### src/rtl/seven_seg_mux_driver_pkg.sv
// Segment glyphs and widths for the seven-segment scan driver.
// Purely constants; no latency, no flow control.
package seven_seg_mux_driver_pkg;

  localparam int SEG_W = 7;
  localparam int BCD_W = 4;

  // Bit order {g,f,e,d,c,b,a}
  localparam logic [SEG_W-1:0] SEG_0   = 7'b0111111;
  localparam logic [SEG_W-1:0] SEG_1   = 7'b0000110;
  localparam logic [SEG_W-1:0] SEG_2   = 7'b1011011;
  localparam logic [SEG_W-1:0] SEG_3   = 7'b1001111;
  localparam logic [SEG_W-1:0] SEG_4   = 7'b1100110;
  localparam logic [SEG_W-1:0] SEG_5   = 7'b1101101;
  localparam logic [SEG_W-1:0] SEG_6   = 7'b1111101;
  localparam logic [SEG_W-1:0] SEG_7   = 7'b0000111;
  localparam logic [SEG_W-1:0] SEG_8   = 7'b1111111;
  localparam logic [SEG_W-1:0] SEG_9   = 7'b1101111;
  localparam logic [SEG_W-1:0] SEG_ERR = 7'b1001001;

endpackage

### src/rtl/seven_seg_mux_driver_if.sv
// Display data in, segment/digit pins out; the driver is the slave side.
// Plain wires; no flow control (load_i is a one-cycle strobe).
interface seven_seg_mux_driver_if #(
  parameter int NUM_DIGITS = 6
);
  import seven_seg_mux_driver_pkg::*;

  logic [BCD_W*NUM_DIGITS-1:0] bcd_i;
  logic [NUM_DIGITS-1:0]       dp_i;
  logic                        load_i;
  logic                        lzs_i;
  logic                        blank_i;
  logic [3:0]                  bright_i;
  logic [SEG_W-1:0]            seg_o;
  logic                        dp_o;
  logic [NUM_DIGITS-1:0]       digit_sel_o;
  logic                        frame_o;

  modport master (
    output bcd_i, dp_i, load_i, lzs_i, blank_i, bright_i,
    input  seg_o, dp_o, digit_sel_o, frame_o
  );

  modport slave (
    input  bcd_i, dp_i, load_i, lzs_i, blank_i, bright_i,
    output seg_o, dp_o, digit_sel_o, frame_o
  );

endinterface

### src/rtl/seven_seg_mux_driver_seg_decode_lut.sv
// BCD digit to segment pattern; 10..15 map to the error glyph.
// Combinational, zero latency, no flow control.
module seg_decode_lut
  import seven_seg_mux_driver_pkg::*;
(
  input  logic [BCD_W-1:0] bcd,
  output logic [SEG_W-1:0] seg
);

  always_comb begin
    seg = SEG_ERR;
    case (bcd)
      4'd0: seg = SEG_0;
      4'd1: seg = SEG_1;
      4'd2: seg = SEG_2;
      4'd3: seg = SEG_3;
      4'd4: seg = SEG_4;
      4'd5: seg = SEG_5;
      4'd6: seg = SEG_6;
      4'd7: seg = SEG_7;
      4'd8: seg = SEG_8;
      4'd9: seg = SEG_9;
      default: seg = SEG_ERR;
    endcase
  end

endmodule

### src/rtl/seven_seg_mux_driver.sv
// Multiplexed BCD display scanner with frame-aligned commit, LZ blanking, dead-time, PWM brightness.
// One cycle from scan position to pins; never stalls (last load before a frame boundary wins).
module seven_seg_mux_driver
  import seven_seg_mux_driver_pkg::*;
#(
  parameter int NUM_DIGITS   = 6,
  parameter int REFRESH_LOG2 = 10,
  parameter int DEAD_CYCLES  = 4,
  parameter bit SEG_ACT_LOW  = 1'b0,
  parameter bit DIG_ACT_LOW  = 1'b0
) (
  input  logic                  clk_i,
  input  logic                  rst_i,
  seven_seg_mux_driver_if.slave bus
);

  localparam int IDX_W = (NUM_DIGITS > 1) ? $clog2(NUM_DIGITS) : 1;
  localparam int CNT_MSB = REFRESH_LOG2 - 1;
  localparam logic [REFRESH_LOG2-1:0] DEAD = REFRESH_LOG2'(DEAD_CYCLES);
  localparam logic [IDX_W-1:0] LAST_IDX = IDX_W'(NUM_DIGITS - 1);

  logic [CNT_MSB:0]            slot_cnt;
  logic [IDX_W-1:0]            digit_idx;
  logic [BCD_W*NUM_DIGITS-1:0] pend_bcd, shadow_bcd;
  logic [NUM_DIGITS-1:0]       pend_dp, shadow_dp;
  logic                        pend_vld;
  logic [3:0]                  bright_q, bright_eff;
  logic                        slot_end, frame_end, commit;
  logic [NUM_DIGITS-1:0]       lz_mask;
  logic                        lz_seen;
  logic [BCD_W-1:0]            cur_bcd;
  logic [SEG_W-1:0]            cur_seg;
  logic                        digit_on;
  logic [SEG_W-1:0]            seg_q;
  logic                        dp_q;
  logic [NUM_DIGITS-1:0]       sel_q;
  logic                        frame_q;

  assign slot_end  = &slot_cnt;
  assign frame_end = slot_end && (digit_idx == LAST_IDX);
  assign commit    = frame_end && (pend_vld || bus.load_i);

  always_ff @(posedge clk_i or posedge rst_i) begin
    if (rst_i) begin
      slot_cnt  <= '0;
      digit_idx <= '0;
    end else begin
      slot_cnt <= slot_cnt + 1'b1;
      if (slot_end)
        digit_idx <= (digit_idx == LAST_IDX) ? '0 : digit_idx + 1'b1;
    end
  end

  // Brightness is frozen for the whole slot so the PWM window cannot jitter mid-slot.
  always_ff @(posedge clk_i or posedge rst_i) begin
    if (rst_i)
      bright_q <= '0;
    else if (slot_cnt == '0)
      bright_q <= bus.bright_i;
  end

  assign bright_eff = (slot_cnt == '0) ? bus.bright_i : bright_q;

  always_ff @(posedge clk_i or posedge rst_i) begin
    if (rst_i) begin
      pend_bcd   <= '0;
      pend_dp    <= '0;
      pend_vld   <= 1'b0;
      shadow_bcd <= '0;
      shadow_dp  <= '0;
    end else if (frame_end) begin
      if (bus.load_i) begin
        shadow_bcd <= bus.bcd_i;
        shadow_dp  <= bus.dp_i;
      end else if (pend_vld) begin
        shadow_bcd <= pend_bcd;
        shadow_dp  <= pend_dp;
      end
      pend_vld <= 1'b0;
    end else if (bus.load_i) begin
      pend_bcd <= bus.bcd_i;
      pend_dp  <= bus.dp_i;
      pend_vld <= 1'b1;
    end
  end

  // Walk down from the top digit; digit 0 is never blanked so "0" still shows.
  always_comb begin
    lz_mask = '0;
    lz_seen = 1'b0;
    for (int k = NUM_DIGITS - 1; k > 0; k--) begin
      if (shadow_bcd[BCD_W*k +: BCD_W] != '0)
        lz_seen = 1'b1;
      lz_mask[k] = !lz_seen;
    end
  end

  assign cur_bcd = shadow_bcd[int'(digit_idx)*BCD_W +: BCD_W];

  seg_decode_lut u_decode (
    .bcd (cur_bcd),
    .seg (cur_seg)
  );

  assign digit_on = !bus.blank_i
                 && (slot_cnt >= DEAD)
                 && (slot_cnt[CNT_MSB -: 4] <= bright_eff)
                 && !(bus.lzs_i && lz_mask[digit_idx]);

  always_ff @(posedge clk_i or posedge rst_i) begin
    if (rst_i) begin
      seg_q   <= '0;
      dp_q    <= 1'b0;
      sel_q   <= '0;
      frame_q <= 1'b0;
    end else begin
      seg_q   <= digit_on ? cur_seg : '0;
      dp_q    <= digit_on && shadow_dp[digit_idx];
      sel_q   <= digit_on ? (NUM_DIGITS'(1) << digit_idx) : '0;
      frame_q <= commit;
    end
  end

  assign bus.seg_o       = seg_q ^ {SEG_W{SEG_ACT_LOW}};
  assign bus.dp_o        = dp_q ^ SEG_ACT_LOW;
  assign bus.digit_sel_o = sel_q ^ {NUM_DIGITS{DIG_ACT_LOW}};
  assign bus.frame_o     = frame_q;

endmodule

### src/flat_wrapper.sv
// flat-port wrapper written by rule: the top's interface ports become plain ports
module seven_seg_mux_driver_flat import seven_seg_mux_driver_pkg::*;
#(
  parameter int NUM_DIGITS   = 6,
  parameter int REFRESH_LOG2 = 10,
  parameter int DEAD_CYCLES  = 4,
  parameter bit SEG_ACT_LOW  = 1'b0,
  parameter bit DIG_ACT_LOW  = 1'b0
)
  (clk_i, rst_i, bus_bcd_i, bus_dp_i, bus_load_i, bus_lzs_i, bus_blank_i, bus_bright_i, bus_seg_o, bus_dp_o, bus_digit_sel_o, bus_frame_o);
  seven_seg_mux_driver_if #(.NUM_DIGITS(NUM_DIGITS)) bus_i ();
  input  logic clk_i;
  input  logic rst_i;
  input wire logic [$bits(bus_i.bcd_i)-1:0] bus_bcd_i;
  input wire logic [$bits(bus_i.dp_i)-1:0] bus_dp_i;
  input wire logic [$bits(bus_i.load_i)-1:0] bus_load_i;
  input wire logic [$bits(bus_i.lzs_i)-1:0] bus_lzs_i;
  input wire logic [$bits(bus_i.blank_i)-1:0] bus_blank_i;
  input wire logic [$bits(bus_i.bright_i)-1:0] bus_bright_i;
  output wire logic [$bits(bus_i.seg_o)-1:0] bus_seg_o;
  output wire logic [$bits(bus_i.dp_o)-1:0] bus_dp_o;
  output wire logic [$bits(bus_i.digit_sel_o)-1:0] bus_digit_sel_o;
  output wire logic [$bits(bus_i.frame_o)-1:0] bus_frame_o;
  assign bus_i.bcd_i = bus_bcd_i;
  assign bus_i.dp_i = bus_dp_i;
  assign bus_i.load_i = bus_load_i;
  assign bus_i.lzs_i = bus_lzs_i;
  assign bus_i.blank_i = bus_blank_i;
  assign bus_i.bright_i = bus_bright_i;
  assign bus_seg_o = bus_i.seg_o;
  assign bus_dp_o = bus_i.dp_o;
  assign bus_digit_sel_o = bus_i.digit_sel_o;
  assign bus_frame_o = bus_i.frame_o;
  seven_seg_mux_driver #(.NUM_DIGITS(NUM_DIGITS), .REFRESH_LOG2(REFRESH_LOG2), .DEAD_CYCLES(DEAD_CYCLES), .SEG_ACT_LOW(SEG_ACT_LOW), .DIG_ACT_LOW(DIG_ACT_LOW)) u_core (.clk_i(clk_i), .rst_i(rst_i), .bus(bus_i));
endmodule
### config.mk
export PLATFORM = sky130hd
export DESIGN_NAME = seven_seg_mux_driver_flat
export DESIGN_NICKNAME = d
export VERILOG_FILES = /design/src/rtl/seven_seg_mux_driver_pkg.sv /design/src/rtl/seven_seg_mux_driver_if.sv /design/src/rtl/seven_seg_mux_driver_seg_decode_lut.sv /design/src/rtl/seven_seg_mux_driver.sv /design/src/flat_wrapper.sv
export SDC_FILE = /design/constraint.sdc
export NUM_CORES = 1
export LEC_CHECK = 0
export CORE_MARGIN = 4
export CORE_UTILIZATION = 38
export DETAILED_ROUTE_END_ITERATION = 10
export PLACE_DENSITY = 0.67
export SLEW_MARGIN = 30
export SYNTH_ARGS = -nofsm -noshare
export SYNTH_HDL_FRONTEND = slang
export SYNTH_SLANG_ARGS = --single-unit
### constraint.sdc
create_clock -name clk_i -period 9.2 [get_ports clk_i]
set_clock_uncertainty 0.1 [all_clocks]
set_input_delay 2.3 -clock clk_i [delete_from_list [all_inputs] [get_ports clk_i]]
set_output_delay 2.3 -clock clk_i [all_outputs]
set_load 0.03 [all_outputs]
# After elaboration in Yosys (flattened, before gate mapping)
# Memories as Yosys holds them, arrays and structs flattened.
# Index checks and enable logic that the tools add are counted.
[totals] ff_bits=93 mem_bits_ro=112 in_bits=39 out_inout_bits=15 wordCells=67 n_memories=1
[mem_list] memory="(name not given)" words=16 word_bits=7 read_ports=1 rd_ports_with_merged_regs=0 wr=0 line="seven_seg_mux_driver_seg_decode_lut.sv:12" source="case (bcd)"
[classes] add_sub_neg=2 n_lt_le_gt_ge=3 eq_ne=1 shifts=2 muxes=19 bitwise=1 reduce_logical=26
[op_table] operator="2-to-1 mux 24 bit" n=2
[op_table] operator="indexed part select 24 x 6 -> 4 bit" n=1
[op_table] operator="nonzero test 4 bit" n=5
[op_table] operator="2-to-1 mux 6 bit" n=3
[op_table] operator="adder 10 x 1 -> 10 bit (second input constant)" n=1
[op_table] operator="greater-or-equal comparator 10 x 3 -> 1 bit (second input constant)" n=1
[op_table] operator="logical NOT 10 bit" n=1
[op_table] operator="AND reduction 10 bit" n=1
[op_table] operator="2-to-1 mux 1 bit" n=9
[op_table] operator="logical AND 1 bit" n=7
[op_table] operator="logical NOT 1 bit" n=7
[op_table] operator="2-to-1 mux 7 bit" n=1
[op_table] operator="binary-select mux 1 bit (select 3 bit)" n=2
[op_table] operator="<< shifter 1 x 3 -> 6 bit (first input constant)" n=1
[op_table] operator="less-or-equal comparator 4 bit" n=1
[op_table] operator="< comparator 3 x 4 -> 1 bit (second input constant)" n=1
[op_table] operator="2-to-1 mux 4 bit" n=1
[op_table] operator="AND reduction 2 bit" n=2
[op_table] operator="nonzero test 2 bit" n=2
[op_table] operator="adder 3 x 1 -> 3 bit (second input constant)" n=1
[op_table] operator="equality test 3 bit (second input constant)" n=1
[op_table] operator="2-to-1 mux 3 bit" n=1
[op_table] operator="logical OR 1 bit" n=1
[op_table] operator="NOT 1 bit" n=1

# Longest topological paths before layout
[logic_depth] depth_word=13 ltp_mapped=13 mapped_depth_nobuf=11

# Hierarchy
# Synthesis repeated with hierarchy kept, for this count alone.
[unflattened] cells_unflattened=339 hier_area_um2=4663.2
[by_module_without_submodules] module="seven_seg_mux_driver" n_inst=1 cells_each=310 area_each_um2=4429.2 seq_area_each_um2=2327.2
[by_module_without_submodules] module="seg_decode_lut" n_inst=1 cells_each=29 area_each_um2=234.0 seq_area_each_um2=0.0

# Least setup slack after synthesis
# No wires, ideal clock.
[synth_timing] path_type="input-to-reg" startpoint="input port bus_bright_i[1]" endpoint="register u_core.sel_q[4] (netlist: u_core.bus.digit_sel_o[4])" setup_time_ps=87 t_arrival_ps=3958 required_time_ps=9013 path_slack_ps=5055 path_stages=10 n_path_buf=2 cell_sequence="mux2_2 -> inv_1 -> ha_1 -> nor2b_1 -> o211ai_1 -> a21oi_1 -> or3_1 -> clkbuf_1 -> clkbuf_1 -> nor3_1"
[synth_between] elab_chain_len=5
[synth_rtl] element="start: declaration" line="flat_wrapper.sv:19" source="input wire logic [$bits(bus_i.bright_i)-1:0] bus_bright_i;"
[synth_rtl] element="2-to-1 mux 4 bit" line="seven_seg_mux_driver.sv:62" source="assign bright_eff = (slot_cnt == '0) ? bus.bright_i : bright_q;"
[synth_rtl] element="less-or-equal comparator 4 bit" line="seven_seg_mux_driver.sv:107" source="&& (slot_cnt[CNT_MSB -: 4] <= bright_eff)"
[synth_rtl] element="logical AND 1 bit" line="seven_seg_mux_driver.sv:107"
[synth_rtl] element="logical AND 1 bit" line="seven_seg_mux_driver.sv:108" source="&& !(bus.lzs_i && lz_mask[digit_idx]);"
[synth_rtl] element="2-to-1 mux 6 bit" line="seven_seg_mux_driver.sv:119" source="sel_q <= digit_on ? (NUM_DIGITS'(1) << digit_idx) : '0;"
[synth_rtl] element="end signal: assignment" line="seven_seg_mux_driver.sv:119"
[synth_rtl] element="end: declaration" line="seven_seg_mux_driver.sv:36" source="logic [NUM_DIGITS-1:0] sel_q;"
# Every way passes these cells.
# A chain may end at the register's enable or synchronous reset.

# Worst setup path after layout
[layout_timing] startpoint="input port bus_bright_i[1]" endpoint="register u_core.sel_q[2] (netlist: u_core.bus.digit_sel_o[2])"
[layout_between] elab_chain_len=5
[layout_rtl] element="2-to-1 mux 4 bit" line="seven_seg_mux_driver.sv:62"
[layout_rtl] element="net u_core.bright_eff[1]" line="seven_seg_mux_driver.sv:27" source="logic [3:0] bright_q, bright_eff;"
[layout_rtl] element="less-or-equal comparator 4 bit" line="seven_seg_mux_driver.sv:107"
[layout_rtl] element="logical AND 1 bit" line="seven_seg_mux_driver.sv:107"
[layout_rtl] element="logical AND 1 bit" line="seven_seg_mux_driver.sv:108"
[layout_rtl] element="2-to-1 mux 6 bit" line="seven_seg_mux_driver.sv:119"
# The timed path passes the listed nets, and every way through them passes these cells.

==> flow_metrics.env <==
export IMPL_seq_area_frac_synth=0.513
export IMPL_cp_end_kind="register"
export IMPL_required_ns=9.32
export IMPL_drv_slew=0
export IMPL_root_buffer="clkbuf_16"
export IMPL_powerDensity_nw_per_um2=162
export IMPL_grtUsageMet2=0.202
export IMPL_p_sw_mw=0.200
export IMPL_met1_usage=0.212
export IMPL_synth_seq_cells=93
export IMPL_drtAntennaViolNets=0
export IMPL_die_h_um=117
export IMPL_timing_fmax_mhz=225
export IMPL_ys_warn_count=0
export IMPL_syn_num_nets=457
export IMPL_wire_per_inst_um=14.7
export IMPL_rows=39
export IMPL_cp_data_arrival_time_ns=4.56
export IMPL_use_met3=0.0427
export IMPL_holdPathEnd="u_core.pend_bcd[19]"
export IMPL_r2r_slack_ns=5.92
export IMPL_totalWireLength_um=8810
export IMPL_max_cap_violations=0
export IMPL_hold_path_depth=1
export IMPL_cts_resized=0
export IMPL_area_delta_synth_final_pct=21.4
export IMPL_timing_rr_start="u_core.slot_cnt[6]"
export IMPL_clkPwrFrac=0.444
export IMPL_initial_utilization=0.392
export IMPL_maxSlewHeadroom=0.443
export IMPL_synth_area_leaders="dfrtp_1 (51%), o2bb2ai_1 (5.8%), mux2_4 (5.3%), o21ai_0 (3.9%), mux2_2 (3.7%)"
export IMPL_gp_congestion=0.812
export IMPL_start_kind="primary input"
export IMPL_multi_input_area_um2=1940
export IMPL_yosysTopAreaCell="dfrtp_1"
export IMPL_ys_flop_type="dfrtp_1"
export IMPL_timing_rr_end="u_core.bus.digit_sel_o[2]"
export IMPL_p_leak_nw=2.61
export IMPL_swShare=0.224
export IMPL_post_route_util=0.476
export IMPL_drive_above_1_share=0.134
export IMPL_firstDrtPassIters=4
export IMPL_finalHoldViolCount=0
export IMPL_final_cells=599
export IMPL_dpl_cell_count=583
export IMPL_die_x_um=117
export IMPL_p_seq_frac=0.481
export IMPL_ir_drop_mv=0.0997
export IMPL_place_ws_ns=4.42
export IMPL_vias_per_cell=5.15
export IMPL_io_buffers=53
export IMPL_yosysMostFrequentCell="dfrtp_1"
export IMPL_h_tree_depth=3
export IMPL_cts_setup_buffers=0
export IMPL_top_usage_layer="met1"
export IMPL_drc=0
export IMPL_num_antenna_cells=0
export IMPL_p_total_mw=0.894
export IMPL_rsz0062_at_grt="no"
export IMPL_cp_max_fo=14
export IMPL_reg2regPathDepth=10
export IMPL_place_hpwl_um=6090
export IMPL_avgSynthCellArea_um2=11.2
export IMPL_setup_violations_final=0
export IMPL_setup_ws_ns=4.76
export IMPL_placed_cell_area_um2=5180
export IMPL_path_class="in -> reg"
export IMPL_synth_edf_count=0
export IMPL_cts_tree="done"
export IMPL_num_fill_cells=1075
export IMPL_intPower_mw=0.694
export IMPL_syn_inst=406
export IMPL_fin_setup_tns_ns=0
export IMPL_vias=3082
export IMPL_pwr_share_comb=0.075
export IMPL_cts_sinks=93
export IMPL_seq_area_um2=2330
export IMPL_hold_class="reg -> reg"
export IMPL_grt_pass1_vias=3062
export IMPL_clockBufferDepth=2
export IMPL_gr_usage_all_layers=0.142
export IMPL_numCtsBuffers=9
export IMPL_fin_crit_ns=4.44
export IMPL_core_um2=11600
export IMPL_overflow=0
export IMPL_die_area_um2=13800
export IMPL_syn_area_um2=4540
export IMPL_synth_distinct_cells=45
export IMPL_io_pin_count=54
export IMPL_clkLatencyLatePin_ns=0.35
export IMPL_drtIter0Drc=203
export IMPL_netlist_area_leader_share=0.513
export IMPL_period_share=0.482
export IMPL_hp_start="u_core.pend_bcd[19]"
export IMPL_tightestPinTransition_ns=0.836
export IMPL_fin_area_um2=5510
export IMPL_grt_antenna_before_repair=0
export IMPL_synth_common_cells="dfrtp_1 (93), inv_1 (42), nand2_1 (39), o21ai_0 (35), o2bb2ai_1 (30)"
export IMPL_hold_ws_ns=0.387
export IMPL_clk_pin_slew_ns=0.06
export IMPL_status="finished, final reports clean"
export IMPL_holdBufCountCts=0
export IMPL_grt_max_degree=94
export IMPL_final_nets=502
export IMPL_async_flop_share=1.00
export IMPL_grt_pass1_wl_um=15300
-- power by group through the flow --
stage | logic [mW] | registers [mW] | clock network, mW
floorplan | 0.0350 | 0.440 | 0
global placement | 0.0663 | 0.437 | 0
detailed placement | 0.0685 | 0.438 | 0
CTS | 0.0685 | 0.430 | 0.406
global route | 0.0764 | 0.432 | 0.426
finish | 0.0667 | 0.430 | 0.397
-- sequential cells by signal, summed over array words and instances (netlist names), 3 cells and up --
signal and flops:
u_core.bright_q 4, u_core.bus.digit_sel_o 6, u_core.pend_dp 6, u_core.pend_bcd 24
u_core.slot_cnt 10, u_core.shadow_bcd 24, u_core.digit_idx 3, u_core.bus.seg_o 7
u_core.shadow_dp 6
-- worst max-delay path by stage --
stage,slack [ns],depth (start not counted),end,startpoint
5_1_grt,4.62,9,u_core.bus.digit_sel_o[2],bus_bright_i[1]
6_report,4.76,9,u_core.bus.digit_sel_o[2],bus_bright_i[1]
4_1_cts,4.76,9,u_core.bus.digit_sel_o[2],bus_bright_i[1]
2_1_floorplan,4.38,1,u_core.bright_q[0],rst_i
3_3_place_gp,4.50,9,u_core.bus.digit_sel_o[2],bus_bright_i[1]
3_5_place_dp,4.42,9,u_core.bus.digit_sel_o[2],bus_bright_i[1]
-- layer usage --
metal,part of all wire,wire length (um)
met1,0.51,4480
met2,0.44,3840
met3,0.045,397
met4,0.0093,82
met5,0,0
-- layout make-up --
type                       count  share of cell area
multi-input combinational    248               0.353
clock buffer                   9              0.0409
clock inverter                 7              0.0179
sequential                    93               0.422
inverter                      43              0.0295
timing repair buffer          56               0.104
tap                          143              0.0325
-- worst max-delay path, stage by stage --
cell,delay (ns)
clkdlybuf4s50_1,0.40
mux2_2,0.27
inv_1,0.06
ha_1,0.22
nor2b_1,0.13
o211ai_1,0.15
a21oi_1,0.10
or3_1,0.56
nor4b_1,0.38
-- placed cells by master (no fill, tap or decap), drive strengths merged, types with 4 or more instances in the layout --
cell type | Yosys | routed
dfrtp | 93 | 93
clkdlybuf4s50 | 0 | 52
inv | 42 | 42
nand2 | 39 | 39
o21ai | 38 | 38
mux2 | 35 | 35
o2bb2ai | 30 | 30
nor2 | 15 | 15
a21oi | 12 | 12
ha | 12 | 12
nor4 | 9 | 9
clkbuf | 11 | 9
mux2i | 8 | 8
xnor2 | 7 | 7
nand3 | 5 | 5
mux4 | 5 | 5
clkinv | 1 | 5
buf | 11 | 4
-- cells by family (layout without fill, tap and decap cells) --
logic type               after synthesis  after routing  share of synthesized area
buffers and inverters                 65            115                     0.0612
AND/OR/NAND/NOR                       91             91                      0.100
XOR/XNOR                               9              9                     0.0174
multiplexers                          48             48                      0.144
adder cells (fa/ha/maj)               12             12                     0.0331
flip-flops                            93             93                      0.513
AO/OA/AOI/OAI                         88             88                      0.131
No activity file was read; power rests on OpenSTA's default activity.
==> RTL change: new RTL, same flow settings <==
`DIG_ACT_LOW` is set to 1'b0 in 2 places; all go to 1'b1.
--- a/src/rtl/seven_seg_mux_driver.sv
+++ b/src/rtl/seven_seg_mux_driver.sv
@@ -8,5 +8,5 @@
   parameter int DEAD_CYCLES  = 4,
   parameter bit SEG_ACT_LOW  = 1'b0,
-  parameter bit DIG_ACT_LOW  = 1'b0
+  parameter bit DIG_ACT_LOW  = 1'b1
 ) (
   input  logic                  clk_i,
--- a/src/flat_wrapper.sv
+++ b/src/flat_wrapper.sv
@@ -6,5 +6,5 @@
   parameter int DEAD_CYCLES  = 4,
   parameter bit SEG_ACT_LOW  = 1'b0,
-  parameter bit DIG_ACT_LOW  = 1'b0
+  parameter bit DIG_ACT_LOW  = 1'b1
 )
   (clk_i, rst_i, bus_bcd_i, bus_dp_i, bus_load_i, bus_lzs_i, bus_blank_i, bus_bright_i, bus_seg_o, bus_dp_o, bus_digit_sel_o, bus_frame_o);
Check against the original RTL: not equivalent (Yosys sat finds a counterexample within 4 cycles, from zero or initial values and one cycle with rst_i high).
==> RTL change against the unedited design <==
Sequential cell count did not move. Power shrank 3.9%. Largest power group unchanged. Routed wire length rose by 3.2%. First-iteration DRC count is 20% lower. Design area decreased by 0.25%. Via count increased by 0.42%. Setup slack improved by 0.026 ns. Highest routed layer unchanged. Synthesized area increased by 0.50%. Synthesized cell count is 1.5% higher.
==> RTL change: results (changes against the unedited design) <==
| Metric | Value |
|---|---|
| Met2 Track Usage GR | `21.7% (was 20.2%)` |
| Post-DP HPWL | `6410 um (was 6090 um)` |
| Port bufs | `53 (unchanged)` |
| Via count | `3095 (was 3082)` |
| Reg2reg start | `u_core.slot_cnt[3] (was u_core.slot_cnt[6])` |
| Worst IR drop on VDD | `0.120 mV (was 0.0997 mV)` |
| Pin count of the biggest net entering global routing | `64 (was 94)` |
| Post-Synth Adder-Cell Area | `3.29% (was 3.31%)` |
| Leakage power | `2.61 nW (about the same)` |
| Vias in the first global route | `3186 (was 3062)` |
| Met1 Track Usage GR | `18.9% (was 21.2%)` |
| Worst path max stage delay | `0.58 ns (was 0.56 ns)` |
| Worst-Skew Late Latency | `0.33 ns (was 0.35 ns)` |
| # nets final | `508 (was 502)` |
| Slew headroom | `45.0% (was 44.3%)` |
| Mux contribution to synthesized area | `14.3% (was 14.4%)` |
| Hold Startpoint | `u_core.pend_bcd[14] (was u_core.pend_bcd[19])` |
| Initial DRC count | `163 (was 203)` |
| Synth Area in XOR/XNOR | `1.73% (was 1.74%)` |
| Seq/Total Area, Yosys | `51.0% (was 51.3%)` |
| Final Wtd Congestion | `0.783 (was 0.812)` |
| Status | `finished clean (unchanged)` |
| WL/cell | `15.0 um (was 14.7 um)` |
| CTS Root Cell | `clkbuf_16 (unchanged)` |
| WP data arrival | `4.54 ns (was 4.56 ns)` |
| Fillers | `1067 (was 1075)` |
| Post-synth top cells | `dfrtp_1 (93), inv_1 (48), nand2_1 (39) (was dfrtp_1 (93), inv_1 (42), nand2_1 (39))` |
| Ranking of synthesized cells by area | `dfrtp_1 (51%), o2bb2ai_1 (5.8%), mux2_4 (5.3%), inv_1 (4.0%), o21ai_0 (3.8%) (was dfrtp_1 (51%), o2bb2ai_1 (5.8%), mux2_4 (5.3%), o21ai_0 (3.9%), mux2_2 (3.7%))` |
| Sequential power | `0.430 mW (about the same)` |
| Combinational power share | `7.8% (was 7.5%)` |
| First-pass GRT wire length | `15800 um (was 15300 um)` |
| Sw Share | `22.0% (was 22.4%)` |
| Post-synthesis compound-gate area fraction | `13.1% (about the same)` |
| Met3 GRT Util | `3.51% (was 4.27%)` |
| Syn nets | `463 (was 457)` |
| CP Class | `in -> reg (unchanged)` |
| Dpl ws | `4.44 ns (was 4.42 ns)` |
| Global Route Usage Sum | `13.7% (was 14.2%)` |
| Fraction of layout cells with a size suffix above 1 | `12.8% (was 13.4%)` |
## RTL change: cell types whose count changed in the layout (fill, tap and decap cells not counted)
cell	unedited run	this run
clkbuf_1	0	1
buf_6	1	0
inv_6	1	0
clkbuf_8	0	1
clkinvlp_4	1	0
buf_4	2	3
inv_1	41	47
bufinv_16	2	1
clkinv_4	2	1
clkinv_2	2	3
## RTL change: final timing paths
kind / to / slack [ns] / cells past startpoint
max in group asynchronous: u_core.pend_bcd[3] / 5.62 / 3
hold / removal: u_core.pend_bcd[14] / 0.39 / 1
setup / recovery: u_core.sel_q[2] / 4.79 / 9
min in group asynchronous: u_core.slot_cnt[2] / 2.21 / 2
setup reg to reg: u_core.sel_q[2] / 5.96 / 10
hold reg to reg: u_core.pend_bcd[14] / 0.39 / 1
## RTL change: cells by family after synthesis
family | count (synthesis)
buffers and inverters | 71
AO/OA/AOI/OAI | 88
multiplexers | 48
XOR/XNOR | 9
flip-flops | 93
AND/OR/NAND/NOR | 91
adder cells (fa/ha/maj) | 12
## RTL change: metal layers
layer  vias to the layer above  part of all wire [%]
met5                         -                     0
met4                         0                  0.94
met3                         6                   3.6
met2                        56                    46
met1                      1508                    50
li1                       1525                     -
## RTL change: final cells by class
class                      instances  area share, %
sequential                        93           42.3
multi-input combinational        248           35.4
timing repair buffer              56           10.4
clock buffer                      11           4.42
inverter                          49           3.37
tap                              143           3.26
clock inverter                     4          0.888
## RTL change: through the flow
stage | cells | cell area [um^2] | power (mW)
2_1_floorplan | 412 | 4560 | 0.475
3_3_place_gp | 588 | 5170 | 0.504
3_5_place_dp | 589 | 5200 | 0.506
4_1_cts | 604 | 5490 | 0.871
5_1_grt | 604 | 5500 | 0.898
6_report | 604 | 5500 | 0.859
